==> src/rtl/serie_paralelo_1a8_pkg.sv <==
`default_nettype none
// ============================================================================
// Module      : serie_paralelo_1a8_pkg
// Description : Shared constants and state encoding for the 1-to-8 deserializer.
// Revision    : 1.0 - initial release
// ============================================================================
package serie_paralelo_1a8_pkg;

    localparam logic [7:0]  C_COMMA_DEFAULT      = 8'hBC;
    localparam int unsigned C_SYNC_COUNT_DEFAULT = 4;

    typedef enum logic [1:0] {
        SEARCH = 2'd0,
        ALIGN  = 2'd1,
        ACTIVE = 2'd2
    } state_e;

endpackage
`default_nettype wire

==> src/rtl/serie_paralelo_1a8_comma_detector.sv <==
`default_nettype none
// ============================================================================
// Module      : serie_paralelo_1a8_comma_detector
// Description : Full-byte compare of a candidate byte against the comma symbol.
// Revision    : 1.0 - initial release
// ============================================================================
module serie_paralelo_1a8_comma_detector
    import serie_paralelo_1a8_pkg::*;
#(
    parameter logic [7:0] COMMA = C_COMMA_DEFAULT
) (
    input  logic [7:0] byte_i,
    output logic       match_o
);

    assign match_o = (byte_i == COMMA);

endmodule
`default_nettype wire

==> src/rtl/serie_paralelo_1a8.sv <==
`default_nettype none
// ============================================================================
// Module      : serie_paralelo_1a8
// Description : Serial-to-parallel converter with comma-based byte alignment.
// Revision    : 1.0 - initial release
// ============================================================================
module serie_paralelo_1a8
    import serie_paralelo_1a8_pkg::*;
#(
    parameter logic [7:0]  COMMA      = C_COMMA_DEFAULT,
    parameter int unsigned SYNC_COUNT = C_SYNC_COUNT_DEFAULT
) (
    input  logic       clk_32f,
    input  logic       reset,
    input  logic       data_in,
    output logic [7:0] data_out,
    output logic       valid_out,
    output logic       active
);

    localparam logic [2:0] C_SYNC = 3'(SYNC_COUNT);

    state_e     state_q,   state_d;
    logic [6:0] shift_q,   shift_d;
    logic [2:0] bit_cnt_q, bit_cnt_d;
    logic [2:0] bc_cnt_q,  bc_cnt_d;
    logic [7:0] data_q,    data_d;
    logic       valid_q,   valid_d;

    logic [7:0] w_byte_next;
    logic       w_is_comma;
    logic       w_byte_done;

    assign w_byte_next = {shift_q, data_in};
    assign w_byte_done = (bit_cnt_q == 3'd7);

    serie_paralelo_1a8_comma_detector #(
        .COMMA   (COMMA)
    ) u_comma_detector (
        .byte_i  (w_byte_next),
        .match_o (w_is_comma)
    );

    always_comb begin
        state_d   = state_q;
        shift_d   = w_byte_next[6:0];
        bit_cnt_d = bit_cnt_q;
        bc_cnt_d  = bc_cnt_q;
        data_d    = data_q;
        valid_d   = valid_q;
        case (state_q)
            SEARCH: begin
                bit_cnt_d = 3'd0;
                if (w_is_comma) begin
                    bc_cnt_d = 3'd1;
                    state_d  = (C_SYNC == 3'd1) ? ACTIVE : ALIGN;
                end
            end
            ALIGN: begin
                bit_cnt_d = bit_cnt_q + 3'd1;
                // Only byte-aligned commas count; a mismatch discards the partial lock.
                if (w_byte_done) begin
                    if (w_is_comma) begin
                        bc_cnt_d = bc_cnt_q + 3'd1;
                        if ((bc_cnt_q + 3'd1) == C_SYNC) begin
                            state_d = ACTIVE;
                        end
                    end else begin
                        bc_cnt_d = 3'd0;
                        state_d  = SEARCH;
                    end
                end
            end
            ACTIVE: begin
                bit_cnt_d = bit_cnt_q + 3'd1;
                if (w_byte_done) begin
                    if (w_is_comma) begin
                        valid_d = 1'b0;
                    end else begin
                        data_d  = w_byte_next;
                        valid_d = 1'b1;
                    end
                end
            end
            default: begin
                state_d = SEARCH;
            end
        endcase
    end

    always_ff @(posedge clk_32f or negedge reset) begin
        if (!reset) begin
            state_q   <= SEARCH;
            shift_q   <= 7'd0;
            bit_cnt_q <= 3'd0;
            bc_cnt_q  <= 3'd0;
            data_q    <= 8'h00;
            valid_q   <= 1'b0;
        end else begin
            state_q   <= state_d;
            shift_q   <= shift_d;
            bit_cnt_q <= bit_cnt_d;
            bc_cnt_q  <= bc_cnt_d;
            data_q    <= data_d;
            valid_q   <= valid_d;
        end
    end

    assign data_out  = data_q;
    assign valid_out = valid_q;
    assign active    = (state_q == ACTIVE);

endmodule
`default_nettype wire

==> config.mk <==
export PLATFORM = sky130hd
export DESIGN_NAME = serie_paralelo_1a8
export DESIGN_NICKNAME = d
export VERILOG_FILES = /design/src/rtl/serie_paralelo_1a8_pkg.sv /design/src/rtl/serie_paralelo_1a8_comma_detector.sv /design/src/rtl/serie_paralelo_1a8.sv
export SDC_FILE = /design/constraint.sdc
export NUM_CORES = 1
export LEC_CHECK = 0
export BUFFER_PORTS_ARGS = -buffer_cell sky130_fd_sc_hd__buf_2
export CAP_MARGIN = 20
export CORE_ASPECT_RATIO = 0.75
export CORE_UTILIZATION = 55
export DETAILED_ROUTE_END_ITERATION = 8
export PLACE_DENSITY = 0.81
export SYNTH_ARGS = -nofsm -noshare
export SYNTH_HDL_FRONTEND = slang
export SYNTH_SLANG_ARGS = --single-unit
==> constraint.sdc <==
create_clock -name clk_32f -period 1.8 [get_ports clk_32f]
set_input_delay 0 -clock clk_32f [delete_from_list [all_inputs] [get_ports clk_32f]]
set_output_delay 0 -clock clk_32f [all_outputs]
set_load 0.05 [all_outputs]
==> run summary <==
Slowest-stage cell, CP = dfrtp_1
initial antenna violation count = 0
Finished Cell Area = 1292 µm²
Final Hold Vio Count = 0
root buf cell = clkbuf_4
layout cell share with drive strength beyond 1 = 32.38%
cell taking the most area after synthesis = dfrtp_1
CP Launch Type = flip-flop
Die ar. = 2177 µm²
Slowest Stage Delay on Critical Path = 0.44 ns
Req. time, crit path = 2.01 ns
DRT iter0 DRCs = 19
cells after synthesis = 85
PortBufs = 12
Synthesis Warnings = 0
post-layout util = 71.59%
DIE WIDTH = 53.55 µm
max-cap violations = 0
Final Slew Violations = 0
syn avg cell area = 12.89 µm²
number of global-route vias before repair = 615
worst-skew pair later-pin latency = 0.31 ns
register bit count reported by yosys = 24
Setup Skew = 0.002392 ns
die height = 40.66 µm
RSZ-0062 raised after global routing = false
core area = 1805 µm²
clock tree buffer depth = 2
maximum vdd drop = 0.6812 mV
delay-heaviest family, CP = compound AO/OA/AOI/OAI gates
Buffers & Inverters on Critical Path = 0
Final TNS setup = 0 ns
worst path arrival time = 1.91 ns
CTS buffer count = 3
routed vias = 728
Final #Nets = 118
worst slew pin tran = 0.5131 ns
Final Cycle Share = 94.82%
Final min period = 1.707 ns
# DRC = 0
DRT Wirelength = 1829 µm
clk slew on worst S/H paths = 0.12 ns
part of the Yosys area used for sequential elements = 54.79%
initial core utilization = 60.71%
area fraction of the dominant cell type after synthesis = 54.79%
Area contributors post-synth = dfrtp_1 (55%), ha_1 (10%), mux2_2 (8.2%)
filler instances = 118
io pins = 13
GRT overflow = 0
relative slew slack = 65.79%
row count = 13
crit path max fanout = 5
placed instance area = 1194 µm²
CTS sink cnt = 24
Synthesized Nets = 97
H-Tree Level Count = 1
Pwr Density = 790.2 nW/µm²
DRT antenna net count = 0
leakage power = 0.0005800 µW
antenna fix cells = 0
r2r setup slk = 0.09 ns
Total GRT Usage = 19.93%
DRT Pass-1 Iters = 4
endpoint type of the worst setup path = flip-flop
Area Overhead vs Synth = 17.92%
critical-path cell list = ha_2 > nor2b_1 > o21a_1 > o311ai_2 > mux2_1
WL/cell = 14.40 µm
worst slack at placement = 0.05656 ns
final setup vio count = 0
Final HPWL DP = 1384 µm
Mapped Area = 1096 µm²
Crit Path Class = reg -> reg
status = finished clean
RePlAce Congestion = 1.036
Synth cell types = 26
Final WS setup = 0.09328 ns
Vias/cell = 5.732
TritonCTS clock tree = yes
first-pass GRT wire length = 2801 µm
Hold/Removal Path Class = in -> async
f_max = 585.9 MHz
largest net degree at the start of global routing = 25
[path summary, 6_finish.rpt]
check | from | to | depth (start not counted)
min in group clk_32f | data_in | shift_q[0] | 2
worst min register to register | shift_q[0] | shift_q[1] | 0
max in group asynchronous | reset | data_out[6] | 2
worst min-delay path | reset | bit_cnt_q[1] | 2
worst max register to register | bc_cnt_q[0] | state_q[0] | 5
worst max-delay path | bc_cnt_q[0] | state_q[0] | 5
[through the flow]
step / total power, µW / cells / hold slack (ns)
2_1_floorplan: 626.0 / 85 / -0.2956
3_3_place_gp: 650.9 / 120 / 0.003635
3_5_place_dp: 653.3 / 120 / 0.007272
4_1_cts: 1037 / 126 / 0.1893
5_1_grt: 1068 / 127 / 0.2148
6_report: 1021 / 127 / 0.1758
[state kept, by name, indices dropped and copies added, names as in the netlist]
name / count
bc_cnt_q: 3
bit_cnt_q: 3
state_q: 2
shift_q: 7
data_out: 8
valid_out: 1
[cells in the mapped netlist, drive strengths merged]
cell type	count
a32oi	1
nand4bb	1
nand2	9
nand4b	1
ha	9
mux2	9
dfrtp	24
nor3	2
inv	5
a21o	1
and2	1
a22o	1
a21oi	3
o32ai	1
or2	1
o21a	1
o21ai	5
nor2	3
o311ai	1
o31ai	1
a31oi	1
o2bb2ai	2
nor2b	2
[layout by cell type (no fill, tap or decap), drive strengths merged]
| master | netlist | final |
|---|---|---|
| inv | 5 | 5 |
| nand4bb | 1 | 1 |
| clkbuf | 0 | 3 |
| ha | 9 | 9 |
| o21a | 1 | 1 |
| buf | 0 | 14 |
| or2 | 1 | 1 |
| bufinv | 0 | 1 |
| nor2 | 3 | 3 |
| and2 | 1 | 1 |
| a32oi | 1 | 1 |
| nand2 | 9 | 9 |
| o311ai | 1 | 1 |
| mux2 | 9 | 9 |
| o31ai | 1 | 1 |
| a31oi | 1 | 1 |
| nand4b | 1 | 1 |
| nor2b | 2 | 2 |
| o2bb2ai | 2 | 2 |
| a21oi | 3 | 3 |
| o21ai | 5 | 5 |
| dfrtp | 24 | 24 |
| a22o | 1 | 1 |
| dlygate4sd3 | 0 | 2 |
| nor3 | 2 | 2 |
| a21o | 1 | 1 |
| o32ai | 1 | 1 |
[layer usage]
metal	routed length (µm)	GRT usage, %
met1	806	25.65
met2	899	31.87
met3	102	7.778
met4	21	5.263
met5	0	0
[layout make-up]
| cell class | instances | area, µm² | share of cell area, % |
|---|---|---|---|
| Clock buffer | 3 | 22.52 | 1.742 |
| Timing Repair Buffer | 16 | 95.09 | 7.357 |
| Sequential cell | 24 | 600.6 | 46.47 |
| Multi-Input combinational cell | 56 | 498.0 | 38.53 |
| Clock inverter | 1 | 30.03 | 2.323 |
| Inverter | 5 | 18.77 | 1.452 |
| Tap cell | 22 | 27.53 | 2.130 |
[timing repair]
action                                 CTS  global route
endpoints found under the hold margin   26             0
gates resized for setup                  0             4
setup endpoints to repair                0             1
buffers inserted                         0             1
hold buffers                             2             0
[power by group]
part	total [µW]	internal [µW]	switching [µW]	leakage, µW
Sequential	569	556	13.1	0.000286
Combinational	74.7	22.3	52.4	0.000266
Clock	377	225	152	0.0000279
[logic make-up (layout without fill, tap and decap cells)]
group	count (synthesis)	in the layout	share of synthesized area, %
flip-flops	24	24	54.79
AND/OR/NAND/NOR	20	20	12.22
AO/OA/AOI/OAI	18	18	11.76
adder cells (fa/ha/maj)	9	9	10.27
multiplexers	9	9	9.247
buffers and inverters	5	25	1.713
(Power assumes the default switching activity.)
